### src/rtl/audio_pwm_out.sv
// Audio output stage: double-buffered sample, volume shift, PWM output and underrun fade-to-silence.
// Optional AUDIO_DITHER_EN: first-order error feedback on the bits dropped when truncating to the duty.
module audio_pwm_out #(
  parameter int PWM_BITS         = 8,
  parameter int UNDERRUN_PERIODS = 64,
  parameter int VOL_BITS         = 3
) (
  input  logic                clk,
  input  logic                rst_n,
  input  logic                enable,
  input  logic [15:0]         sample_in,
  input  logic                sample_valid,
  input  logic [VOL_BITS-1:0] vol_shift,
  output logic                pwm_out,
  output logic                amp_en,
  output logic                overrun,
  output logic [1:0]          state
);
  localparam int RES_BITS  = 16 - PWM_BITS;
  localparam int IDLE_BITS = $clog2(UNDERRUN_PERIODS + 1);

  localparam logic [1:0] ST_OFF  = 2'b00;
  localparam logic [1:0] ST_RUN  = 2'b01;
  localparam logic [1:0] ST_FADE = 2'b10;

  localparam logic [PWM_BITS-1:0]  PWM_ONES  = {PWM_BITS{1'b1}};
  localparam logic [PWM_BITS-1:0]  PWM_ZERO  = {PWM_BITS{1'b0}};
  localparam logic [PWM_BITS-1:0]  PWM_ONE   = {{(PWM_BITS-1){1'b0}}, 1'b1};
  localparam logic [IDLE_BITS-1:0] IDLE_MAX  = IDLE_BITS'(UNDERRUN_PERIODS);
  localparam logic [IDLE_BITS-1:0] IDLE_ZERO = {IDLE_BITS{1'b0}};
  localparam logic [IDLE_BITS-1:0] IDLE_ONE  = {{(IDLE_BITS-1){1'b0}}, 1'b1};

  logic [PWM_BITS-1:0]  cnt_r;
  logic [PWM_BITS-1:0]  duty_r;
  logic [PWM_BITS-1:0]  duty_next_s;
  logic [PWM_BITS-1:0]  trunc_s;
  logic [PWM_BITS-1:0]  load_duty_s;
  logic [15:0]          pending_r;
  logic [15:0]          load_val_s;
  logic                 pending_full_r;
  logic                 pe_s;
  logic                 have_s;
  logic                 load_s;
  logic                 overrun_s;
  logic                 amp_en_s;
  logic                 pwm_s;
  logic [IDLE_BITS-1:0] idle_r;
  logic [IDLE_BITS-1:0] idle_next_s;
  logic [1:0]           state_r;
  logic [1:0]           next_state_s;

  // Period-end flag and the sample a load would take (a strobe on period end bypasses the buffer).
  always_comb begin
    pe_s       = (cnt_r == PWM_ONES);
    have_s     = sample_valid | pending_full_r;
    load_val_s = sample_valid ? sample_in : pending_r;
    trunc_s    = PWM_BITS'((load_val_s >> vol_shift) >> RES_BITS);
    load_s     = pe_s & have_s & ((state_r != ST_FADE) | enable);
    overrun_s  = sample_valid & pending_full_r & ~pe_s;
  end

`ifdef AUDIO_DITHER_EN
  logic [RES_BITS-1:0] resid_r;
  logic [RES_BITS:0]   resid_sum_s;

  // Residual accumulation; its carry bumps the duty by one LSB, saturating at full scale.
  always_comb begin
    resid_sum_s = {1'b0, resid_r} + {1'b0, RES_BITS'(load_val_s >> vol_shift)};
    if (resid_sum_s[RES_BITS] && (trunc_s != PWM_ONES)) begin
      load_duty_s = trunc_s + PWM_ONE;
    end else begin
      load_duty_s = trunc_s;
    end
  end

  // Residual register, advanced on every real load.
  always_ff @(posedge clk or negedge rst_n) begin
    if (!rst_n) begin
      resid_r <= {RES_BITS{1'b0}};
    end else if (load_s) begin
      resid_r <= resid_sum_s[RES_BITS-1:0];
    end else begin
      resid_r <= resid_r;
    end
  end
`else
  // Plain truncation of the scaled sample.
  always_comb begin
    load_duty_s = trunc_s;
  end
`endif

  // Idle period count and duty update applied at period end.
  always_comb begin
    if (load_s) begin
      idle_next_s = IDLE_ZERO;
    end else if (idle_r == IDLE_MAX) begin
      idle_next_s = idle_r;
    end else begin
      idle_next_s = idle_r + IDLE_ONE;
    end
    if (load_s) begin
      duty_next_s = load_duty_s;
    end else if (pe_s && (state_r == ST_FADE) && (duty_r != PWM_ZERO)) begin
      duty_next_s = duty_r - PWM_ONE;
    end else begin
      duty_next_s = duty_r;
    end
  end

  // Period counter, sample buffer, active duty and idle counter.
  always_ff @(posedge clk or negedge rst_n) begin
    if (!rst_n) begin
      cnt_r          <= PWM_ZERO;
      pending_r      <= 16'h0000;
      pending_full_r <= 1'b0;
      duty_r         <= PWM_ZERO;
      idle_r         <= IDLE_ZERO;
    end else begin
      cnt_r <= cnt_r + PWM_ONE;
      if (pe_s) begin
        pending_full_r <= 1'b0;
        duty_r         <= duty_next_s;
        idle_r         <= idle_next_s;
      end else if (sample_valid) begin
        pending_r      <= sample_in;
        pending_full_r <= 1'b1;
      end else begin
        pending_full_r <= pending_full_r;
      end
    end
  end

  // State register.
  always_ff @(posedge clk or negedge rst_n) begin
    if (!rst_n) begin
      state_r <= ST_OFF;
    end else begin
      state_r <= next_state_s;
    end
  end

  // Next state; only moves at period end.
  always_comb begin
    next_state_s = state_r;
    if (pe_s) begin
      case (state_r)
        ST_OFF: begin
          if (load_s && enable) next_state_s = ST_RUN;
          else                  next_state_s = ST_OFF;
        end
        ST_RUN: begin
          if (!enable || (idle_next_s == IDLE_MAX)) next_state_s = ST_FADE;
          else                                      next_state_s = ST_RUN;
        end
        ST_FADE: begin
          if (load_s)                   next_state_s = ST_RUN;
          else if (duty_r == PWM_ZERO)  next_state_s = ST_OFF;
          else                          next_state_s = ST_FADE;
        end
        default: next_state_s = ST_OFF;
      endcase
    end else begin
      next_state_s = state_r;
    end
  end

  // Output decode; amp_en follows the state being entered so it lines up with state.
  always_comb begin
    amp_en_s = (next_state_s != ST_OFF);
    pwm_s    = (state_r != ST_OFF) && (cnt_r < duty_r);
  end

  // Registered outputs.
  always_ff @(posedge clk or negedge rst_n) begin
    if (!rst_n) begin
      pwm_out <= 1'b0;
      amp_en  <= 1'b0;
      overrun <= 1'b0;
    end else begin
      pwm_out <= pwm_s;
      amp_en  <= amp_en_s;
      overrun <= overrun_s;
    end
  end

  assign state = state_r;

endmodule

### config.mk
export PLATFORM = sky130hd
export DESIGN_NAME = audio_pwm_out
export DESIGN_NICKNAME = d
export VERILOG_FILES = /design/src/rtl/audio_pwm_out.sv
export SDC_FILE = /design/constraint.sdc
export NUM_CORES = 1
export LEC_CHECK = 0
export ABC_AREA = 1
export CELL_PAD_IN_SITES_DETAIL_PLACEMENT = 2
export CELL_PAD_IN_SITES_GLOBAL_PLACEMENT = 2
export CORE_MARGIN = 10
export CORE_UTILIZATION = 33
export CTS_CLUSTER_DIAMETER = 30
export DETAILED_ROUTE_END_ITERATION = 10
export PLACE_DENSITY_LB_ADDON = 0.1
export SLEW_MARGIN = 20
export SYNTH_ARGS = -nofsm -noshare
export SYNTH_HDL_FRONTEND = slang
export SYNTH_SLANG_ARGS = --single-unit
### constraint.sdc
create_clock -name clk -period 2.1 [get_ports clk]
set_input_delay 0.525 -clock clk [delete_from_list [all_inputs] [get_ports clk]]
set_output_delay 0.525 -clock clk [all_outputs]
set_load 0.01 [all_outputs]
# --- Word-level counts from Yosys, hierarchy flattened ---
# Cells that the tools add are included.
totals:
  regBits: 45
  input_bits: 23
  output_inout_bits: 5
  word_cells: 54
classes:
  add_sub_neg: 3
  order_cmp: 1
  eq_ne: 6
  shifts: 1
  muxes: 13
  bitwise: 7
  n_reduce_logical: 14
op_table:
  columns: ["op", "n"]
  rows:
  - ["two-way mux 16 bit", 1]
  - ["two-way mux 8 bit", 2]
  - ["right shift 16 x 3 -> 16 bit", 1]
  - ["== test 7 bit, second input constant", 2]
  - ["two-way mux 7 bit", 2]
  - ["adder 8 x 1 -> 8 bit, second input constant", 1]
  - ["== test 8 bit, second input constant", 1]
  - ["logical NOT 8 bit", 1]
  - ["< comparator 8 bit", 1]
  - ["two-way mux 2 bit", 4]
  - ["nonzero test 2 bit", 4]
  - ["nonzero test 8 bit", 1]
  - ["subtractor 8 x 1 -> 8 bit, second input constant", 1]
  - ["adder 7 x 1 -> 7 bit, second input constant", 1]
  - ["one-hot mux 2 bit (3 select lines)", 1]
  - ["bitwise AND 1 bit", 4]
  - ["logical AND 1 bit", 4]
  - ["two-way mux 1 bit", 3]
  - ["== test 2 x 1 -> 1 bit, second input constant", 1]
  - ["== test 2 bit, second input constant", 1]
  - ["logical NOT 2 bit", 1]
  - ["!= test 2 bit, second input constant", 1]
  - ["OR 1 bit", 2]
  - ["AND reduction 2 bit", 1]
  - ["3 further kinds", 3]

# --- Longest topological paths before layout ---
# Gate-level depths: netlist of run 1.
logic_depth:
  word_depth: 10
  ltp_mapped: 16
  ltp_nobuf: 16

# --- Worst setup path before layout of run 1 ---
# Ideal clock, no wire load.
synth_timing:
  path_kind: "reg-to-reg"
  start: "register cnt_r[0]"
  end: "register duty_r[3]"
  arrival_ps: 1550
  t_required_ps: 1970
  setup_slack_ps: 420
  stages_incl_launch_ff: 11
  n_path_buf: 1
  synth_period_minus_slack_ps: 1680
  path_cell_list: "dfrtp_1 -> ha_1 -> nand3_4 -> inv_2 -> nand2_2 -> nor2_4 -> buf_6 -> nor2_2 -> inv_2 -> o211ai_1 -> o21ai_0"
synth_between:
  elab_chain_len: 5
  word_cells_on_any_way: 8
  classes_between: "eq/ne: 1; mux: 1; bitwise: 2; reduce/logical: 4"
synth_rtl:
  columns: ["element", "line_no", "source"]
  rows:
  - ["start, declared", "33", "logic [PWM_BITS-1:0] cnt_r;"]
  - ["start signal, assigned", "120", "cnt_r <= cnt_r + PWM_ONE;"]
  - ["== test 8 bit (*)", "54", "pe_s = (cnt_r == PWM_ONES);"]
  - ["bitwise AND 1 bit / logical AND 1 bit (equally long branches) (2 in series)", "58, 104", null]
  - ["nonzero test 2 bit (no line)", null, null]
  - ["AND reduction 2 bit (no line)", null, null]
  - ["end signal, assigned", "123", "duty_r <= duty_next_s;"]
  - ["end, declared", "34", "logic [PWM_BITS-1:0] duty_r;"]
# Every way passes the cells marked *; elsewhere a longest branch is shown, timed or not.
# A chain may end at the register's enable or synchronous reset.

# --- Worst setup path in the final report of run 1 ---
layout_timing:
  start: "input sample_valid"
  end: "register duty_r[3]"
layout_between:
  elab_chain_len: 5
  word_cells_on_any_way: 8
  classes_between: "shift: 1; mux: 2; bitwise: 3; reduce/logical: 2"
layout_rtl:
  columns: ["element", "line_no", "source"]
  rows:
  - ["start, declared", "12", "input logic sample_valid,"]
  - ["OR 1 bit", "55", "have_s = sample_valid | pending_full_r;"]
  - ["bitwise AND 1 bit (2 in series)", "58", "load_s = pe_s & have_s & ((state_r != ST_FADE) | enable);"]
  - ["nonzero test 2 bit (no line)", null, null]
  - ["AND reduction 2 bit (no line)", null, null]
# Parallel ways exist; a longest one is shown, timed or not.

==> qor.csv, run 1 <==
stage,metric,value,unit
clock_tree,# clock sinks,37,
floorplanning,DIE AREA,11100,um2
critical_path,Worst Path Arrival,2140,ps
yosys,post-synth top area share,38.4,%
clock_tree,H-tree levels,2,
place,RePlAce Congestion,0.847,
clock_tree,cts bufs inserted,5,
yosys,fraction of the mapped netlist area in simple logic gates,27.1,%
floorplanning,Ports,28,
clock_tree,clock-pin slew on the worst setup and hold paths,80,ps
yosys,Synth Instances,309,
floorplanning,Starting Density,33.6,%
pwr,P_sw,410,uW
critical_path,crit-path max FO,10,
sta,skew final,6.89,ps
routing,drc violations,0,
yosys,Compound-Gate Fraction of Synth Area,14.3,%
sta,Slew @ Worst Pin,475,ps
final_layout,Nets,393,
yosys,Yosys warning count,0,
critical_path,Crit path largest cell delay,550,ps
yosys,Mapped Nets,344,
place,port bufs,19,
pwr,P_leak,0.00151,uW
critical_path,WS Path Type,primary input to flip-flop,
critical_path,slowest CP cell,clkdlybuf4s50_1,
global_routing,initial antenna violation count,0,
place,DP Area,2890,um2
pwr,Cell Int Power,1070,uW
clock_tree,CTS root buffer,clkbuf_8,
final_layout,"commonest cells after routing, fill and taps aside","nand2_1 (67), dfrtp_1 (37), inv_1 (35)",
yosys,xor and xnor fraction of the mapped netlist area,3.63,%
pwr,Max VDD drop,0.208,mV
yosys,synthesized-area fraction occupied by adder cells,6.23,%
run,maxcap violations,0,
yosys,multiplexer area fraction after synthesis,2.08,%
place,Detail Placement HPWL,5.41,mm
yosys,Post-synth EDFFs,0,
yosys,post-synth cell types,33,
floorplanning,core area,7180,um2
critical_path,crit path cell chain,"clkdlybuf4s50_1, buf_6, o21ai_0, buf_4, mux2i_1, nand2_1, nand3_1, nand3_1, o211ai_1, o21ai_0",
final_layout,Non-Filler Instances,458,
final_layout,share of cells above drive strength 1,17.0,%
final_layout,area grow syn2layout,24.8,%
run_status,outcome,"complete, no violations",
yosys,predominant post-synthesis flop cell,dfrtp_1,
routing,Detailed Route Iter0 Violations,44,
sta,f_max,506,MHz
critical_path,WP data required,2270,ps
yosys,Synth Cell Area,2410,um2
sta,RSZ-0062 raised after global routing,false,
sta,"Hold Violations, Final",0,
routing,drt total wl,6.88,mm
sta,period utilization,94.1,%
yosys,Yosys top cell by area,dfrtp_1,
final_layout,fill cell count,866,
global_routing,global-route wire length before repair,11.8,mm
routing,detailed-route wire length per cell,15.0,um
global_routing,largest net degree at the start of global routing,22,
pwr,clock network power share,33.8,%
worst_hold_path,Hold Path Class,primary input to asynchronous set/reset pin,
clock_tree,TritonCTS clock tree,yes,
pwr,Pwr Density,491,nW/um2
clock_tree,cts hold-fix bufs,0,
global_routing,vias in the first global route,2468,
pwr,switching share of power,27.7,%
yosys,Synth area leaders,"dfrtp_1 (38%), nand2_1 (10%), o21ai_0 (7.3%)",
yosys,sequential element share of the synthesized area,38.4,%
final_layout,Post-Route Utilization,41.9,%
floorplanning,site row count,31,
final_layout,final instance area,3010,um2
floorplanning,die height,105,um
yosys,largest family of logic cells by synthesized area,simple AND/OR/NAND/NOR gates,
clock_tree,worst-skew pair later-pin latency,290,ps
yosys,synthesized area per cell,7.80,um2
critical_path,Setup crit start kind,primary input,
yosys,"Async S/R FF share, synth",100,%
global_routing,Total Routing Usage GR,12.7,%
yosys,Yosys reg bits,37,
sta,Pins Over Slew Limit,0,
routing,ANT nets after route,0,
critical_path,CP endpoint kind,flip-flop,
sta,normalized max-slew margin,68.3,%
routing,DRT Pass-1 Iters,4,
place,placed cells,448,
routing,routed vias,2251,
routing,Avg Vias per Cell,4.91,
pwr,Seq pwr share,50.3,%
global_routing,total gr overflow,0,
final_layout,antenna diode count,0,
final_layout,"commonest non-fill, non-tap cell in the layout",nand2_1,
sta,final setup fails,0,
pwr,Comb power frac,15.9,%
floorplanning,die width,105,um
sta,min Tclk post-route,1980,ps
clock_tree,clock buffer depth,2,
==> power by group through the flow <==
stage          combinational [uW]  sequential [uW]  clock [uW]
2_1_floorplan                 118              755           0
3_3_place_gp                  230              756           0
3_5_place_dp                  236              757           0
4_1_cts                       239              744         532
5_1_grt                       269              747         557
6_report                      235              743         500
==> cell usage after synthesis (all sizes together) (4+ instances only) <==
| master | instances |
|---|---|
| dfrtp | 37 |
| nand2 | 74 |
| xor2 | 6 |
| a21oi | 11 |
| ha | 12 |
| nor3 | 4 |
| nor2 | 23 |
| o211ai | 7 |
| nand3 | 21 |
| inv | 41 |
| xnor2 | 4 |
| mux2i | 5 |
| nand4 | 10 |
| o21ai | 37 |
==> final timing paths <==
check / from / to / slack (ps) / cells past startpoint
hold reg to reg: cnt_r[0]$_DFF_PN0_ / cnt_r[0]$_DFF_PN0_ / 490 / 1
min in group clk: cnt_r[0]$_DFF_PN0_ / cnt_r[0]$_DFF_PN0_ / 490 / 1
setup reg to reg: cnt_r[0]$_DFF_PN0_ / amp_en$_DFF_PN0_ / 280 / 12
setup / recovery: sample_valid / duty_r[3]$_DFFE_PN0P_ / 120 / 10
max in group asynchronous: rst_n / pending_full_r$_DFFE_PN0P_ / 1440 / 2
hold / removal: rst_n / cnt_r[4]$_DFF_PN0_ / 180 / 1
==> area by class of cell <==
cell class | instances | area [um2] | share of cell area (%)
Multi-Input combinational cell | 224 | 1290 | 43.1
Sequential cell | 37 | 926 | 30.8
Timing Repair Buffer | 48 | 419 | 13.9
Inverter | 42 | 158 | 5.24
Tap cell | 99 | 124 | 4.12
Clock buffer | 5 | 68.8 | 2.29
Clock inverter | 3 | 17.5 | 0.582
==> routing by layer <==
layer	routed length [um]	part of all wire (%)	track usage (%)
met4	58	0.84	3.24
met3	114	1.7	1.95
met2	3540	51	22.4
met1	3170	46	15.6
met5	0	0	0
==> stage by stage <==
step / hold slack (ps) / power (uW) / setup TNS (ps) / worst slack [ps]
finish: 181 / 1480 / 0 / 125
global route: 195 / 1570 / 0 / 1.39
CTS: 191 / 1510 / 0 / 69.1
detailed placement: 475 / 994 / -1780 / -231
global placement: 461 / 986 / -1350 / -175
floorplan: 229 / 873 / 0 / 420
==> state kept, by name, summed over array words and instances (netlist names) <==
signal          cells
amp_en              1
cnt_r               8
duty_r              8
idle_r              7
overrun             1
pending_full_r      1
pending_r           8
pwm_out             1
state               2
==> timing repair <==
action	4_1_cts	5_1_grt
gates resized for setup	0	4
setup endpoints to repair	0	6
setup buffers	0	2
==> worst max-delay path: cells and delay by family <==
kind | cells | cell delay, ps
AO/OA/AOI/OAI | 3 | 300
AND/OR/NAND/NOR | 3 | 260
multiplexers | 1 | 200
buffers and inverters | 3 | 850
==> logic make-up (layout without fill, tap and decap cells) <==
family,count (synthesis),count (layout)
xor gates and xnor gates,10,10
muxes,5,5
and+or+nand+nor,135,135
buffers and inverters,48,98
AOI/OAI and AO/OA,62,62
adders and majority gates,12,12
DFF,37,37
No activity file was read; power rests on OpenSTA's default activity.
==> run 2: changes to the inputs <==
--- a/config.mk
+++ b/config.mk
@@ -13,6 +13,7 @@
 export CTS_CLUSTER_DIAMETER = 30
 export DETAILED_ROUTE_END_ITERATION = 10
 export PLACE_DENSITY_LB_ADDON = 0.1
+export SKIP_LAST_GASP = 1
 export SLEW_MARGIN = 20
 export SYNTH_ARGS = -nofsm -noshare
 export SYNTH_HDL_FRONTEND = slang
==> results of run 2 <==
The final DEF is identical to that of run 1; final timing and power are the same.
==> run 3: changes to the inputs <==
--- a/config.mk
+++ b/config.mk
@@ -5,11 +5,11 @@
 export SDC_FILE = /design/constraint.sdc
 export NUM_CORES = 1
 export LEC_CHECK = 0
-export ABC_AREA = 1
+export ABC_AREA = 0
 export CELL_PAD_IN_SITES_DETAIL_PLACEMENT = 2
 export CELL_PAD_IN_SITES_GLOBAL_PLACEMENT = 2
 export CORE_MARGIN = 10
-export CORE_UTILIZATION = 33
+export CORE_UTILIZATION = 36
 export CTS_CLUSTER_DIAMETER = 30
 export DETAILED_ROUTE_END_ITERATION = 10
 export PLACE_DENSITY_LB_ADDON = 0.1
==> qor.csv, run 3 <==
stage,metric,value,unit
run_status,outcome,"complete, no violations",
final_layout,fill cell count,683,
sta,Pins Over Slew Limit,0,
pwr,Pwr Density,546,nW/um2
global_routing,global-route wire length before repair,12.0,mm
floorplanning,site row count,29,
clock_tree,TritonCTS clock tree,yes,
yosys,Post-synth EDFFs,0,
pwr,P_leak,0.00131,uW
routing,ANT nets after route,0,
place,RePlAce Congestion,0.768,
pwr,Comb power frac,13.2,%
yosys,Mapped Nets,265,
global_routing,largest net degree at the start of global routing,38,
sta,Hold WS,175,ps
sta,final setup fails,0,
yosys,post-synth cell types,48,
worst_hold_path,Hold Path Class,primary input to asynchronous set/reset pin,
place,DP Area,2850,um2
sta,f_max,504,MHz
sta,period utilization,94.4,%
critical_path,CP endpoint kind,flip-flop,
routing,routed vias,1977,
clock_tree,CTS root buffer,clkbuf_8,
place,Detail Placement HPWL,5.36,mm
floorplanning,die height,101,um
clock_tree,clock-pin slew on the worst setup and hold paths,80,ps
final_layout,final instance area,2990,um2
final_layout,antenna diode count,0,
routing,detailed-route wire length per cell,19.2,um
sta,Final Worst Setup Slack,117,ps
critical_path,worst reg2reg endpoint,state[0]$_DFF_PN0_,
yosys,Yosys warning count,0,
pwr,Max VDD drop,0.281,mV
place,Place WS,-361,ps
sta,RSZ-0062 raised after global routing,false,
critical_path,crit-path max FO,7,
yosys,predominant post-synthesis flop cell,dfrtp_1,
yosys,"top cells by count, synth","dfrtp_1 (37), nand2_1 (21), inv_1 (13)",
pwr,P_sw,384,uW
yosys,Synth area leaders,"dfrtp_1 (40%), mux4_2 (8.7%), ha_1 (6.4%)",
global_routing,Total Routing Usage GR,14.8,%
clock_tree,worst-skew pair later-pin latency,300,ps
clock_tree,H-tree levels,2,
sta,min Tclk post-route,1980,ps
pwr,switching share of power,23.5,%
critical_path,Worst Path Arrival,2160,ps
clock_tree,clock buffer depth,2,
pwr,Seq pwr share,46.0,%
critical_path,reg2reg path depth,5,
sta,skew final,12.5,ps
floorplanning,core area,6310,um2
final_layout,biggest regs,"cnt_r (8), duty_r (8), pending_r (8)",
routing,Avg Vias per Cell,5.52,
final_layout,share of cells above drive strength 1,25.6,%
yosys,"Async S/R FF share, synth",100,%
floorplanning,DIE AREA,10100,um2
sta,Slew @ Worst Pin,439,ps
final_layout,"commonest cells after routing, fill and taps aside","dfrtp_1 (36), buf_4 (31), nand2_1 (21)",
final_layout,Nets,315,
routing,drt total wl,6.86,mm
final_layout,area grow syn2layout,28.0,%
sta,"Hold Violations, Final",0,
routing,Detailed Route Iter0 Violations,61,
yosys,Yosys top cell by area,dfrtp_1,
floorplanning,Ports,28,
floorplanning,die width,101,um
global_routing,vias in the first global route,2224,
routing,DRT Pass-1 Iters,4,
critical_path,Reg-to-Reg Start,idle_r[2]$_DFFE_PN0N_,
routing,drc violations,0,
yosys,sequential element share of the synthesized area,39.7,%
critical_path,Reg2Reg Setup Slack,120,ps
critical_path,WP data required,2270,ps
run,maxcap violations,0,
critical_path,Setup crit start kind,flip-flop,
yosys,most common cell in the netlist,dfrtp_1,
global_routing,total gr overflow,0,
place,port bufs,19,
yosys,Yosys reg bits,37,
final_layout,"commonest non-fill, non-tap cell in the layout",dfrtp_1,
pwr,Cell Int Power,1250,uW
yosys,Synth Cell Area,2330,um2
critical_path,WS Path Type,flip-flop to flip-flop,
pwr,clock network power share,40.8,%
yosys,post-synth top area share,39.7,%
sta,normalized max-slew margin,70.5,%
floorplanning,Starting Density,37.0,%
clock_tree,# clock sinks,37,
yosys,Synth Instances,230,
yosys,synthesized area per cell,10.2,um2
global_routing,initial antenna violation count,0,
clock_tree,cts bufs inserted,5,
==> run 3: timing repair <==
action | 4_1_cts | 5_1_grt
setup endpoints to repair | 2 | 11
hold endpoints to repair | 0 | 0
setup buffers | 0 | 0
pin swaps | 1 | 0
hold buffers | 0 | 0
gates resized for setup | 4 | 4
==> run 3: final cells by class <==
class / instances / area (um2) / area share (%)
Multi-Input combinational cell: 170 / 1330 / 44.5
Sequential cell: 37 / 927 / 31.0
Timing Repair Buffer: 53 / 470 / 15.7
Tap cell: 77 / 96.3 / 3.22
Clock buffer: 7 / 86.3 / 2.89
Inverter: 13 / 48.8 / 1.63
Clock inverter: 1 / 30.0 / 1.01
==> run 3: worst max-delay path by stage <==
stage                                from                    end  slack, ps
floorplan                    vol_shift[0]  duty_r[2]$_DFFE_PN0P_        110
global placement             sample_valid  duty_r[1]$_DFFE_PN0P_       -310
detailed placement           sample_valid  duty_r[1]$_DFFE_PN0P_       -360
CTS                 duty_r[3]$_DFFE_PN0P_     state[1]$_DFF_PN0_         30
global route        idle_r[2]$_DFFE_PN0N_     state[0]$_DFF_PN0_          6
finish              idle_r[2]$_DFFE_PN0N_     state[0]$_DFF_PN0_        120
==> run 3: metal layers <==
metal	track usage, %	vias up	share of wire [%]
li1	-	942	-
met2	26.3	16	54
met4	4.57	0	1.4
met1	17.3	1011	43
met5	0	-	0
met3	3.02	8	2.2
==> run 3: per-stage QoR <==
stage | TNS, ps | instances | utilization, % | total power, uW
3_5_place_dp | -3240 | 350 | 45.1 | 979
3_3_place_gp | -3040 | 350 | 45.1 | 970
5_1_grt | 0 | 358 | 47.3 | 1710
6_report | 0 | 358 | 47.3 | 1630
2_1_floorplan | 0 | 230 | - | 864
4_1_cts | 0 | 358 | 47.1 | 1660
==> run 3: kinds of logic (layout without fill, tap and decap cells) <==
group | Yosys count | in the layout | share of synthesized area, %
compound gates | 44 | 44 | 12.0
xor+xnor | 12 | 12 | 4.50
fa+ha+maj | 12 | 12 | 6.43
buf+inv | 23 | 74 | 4.13
flops | 37 | 37 | 39.7
mux | 23 | 23 | 15.2
simple gates | 79 | 79 | 18.1
==> run 3: worst max-delay path, cell delays in order, from the launching register on <==
cell and delay [ps]:
dfrtp_2 450, or4_1 590, or2_2 340, nor3_1 160, o31a_1 190, o221ai_1 120
==> run 3: power groups by stage <==
| stage | clock (uW) | sequential [uW] | combinational (uW) |
|---|---|---|---|
| 2_1_floorplan | 0 | 758 | 106 |
| 3_3_place_gp | 0 | 761 | 208 |
| 3_5_place_dp | 0 | 764 | 215 |
| 4_1_cts | 694 | 749 | 220 |
| 5_1_grt | 717 | 753 | 237 |
| 6_report | 665 | 750 | 216 |
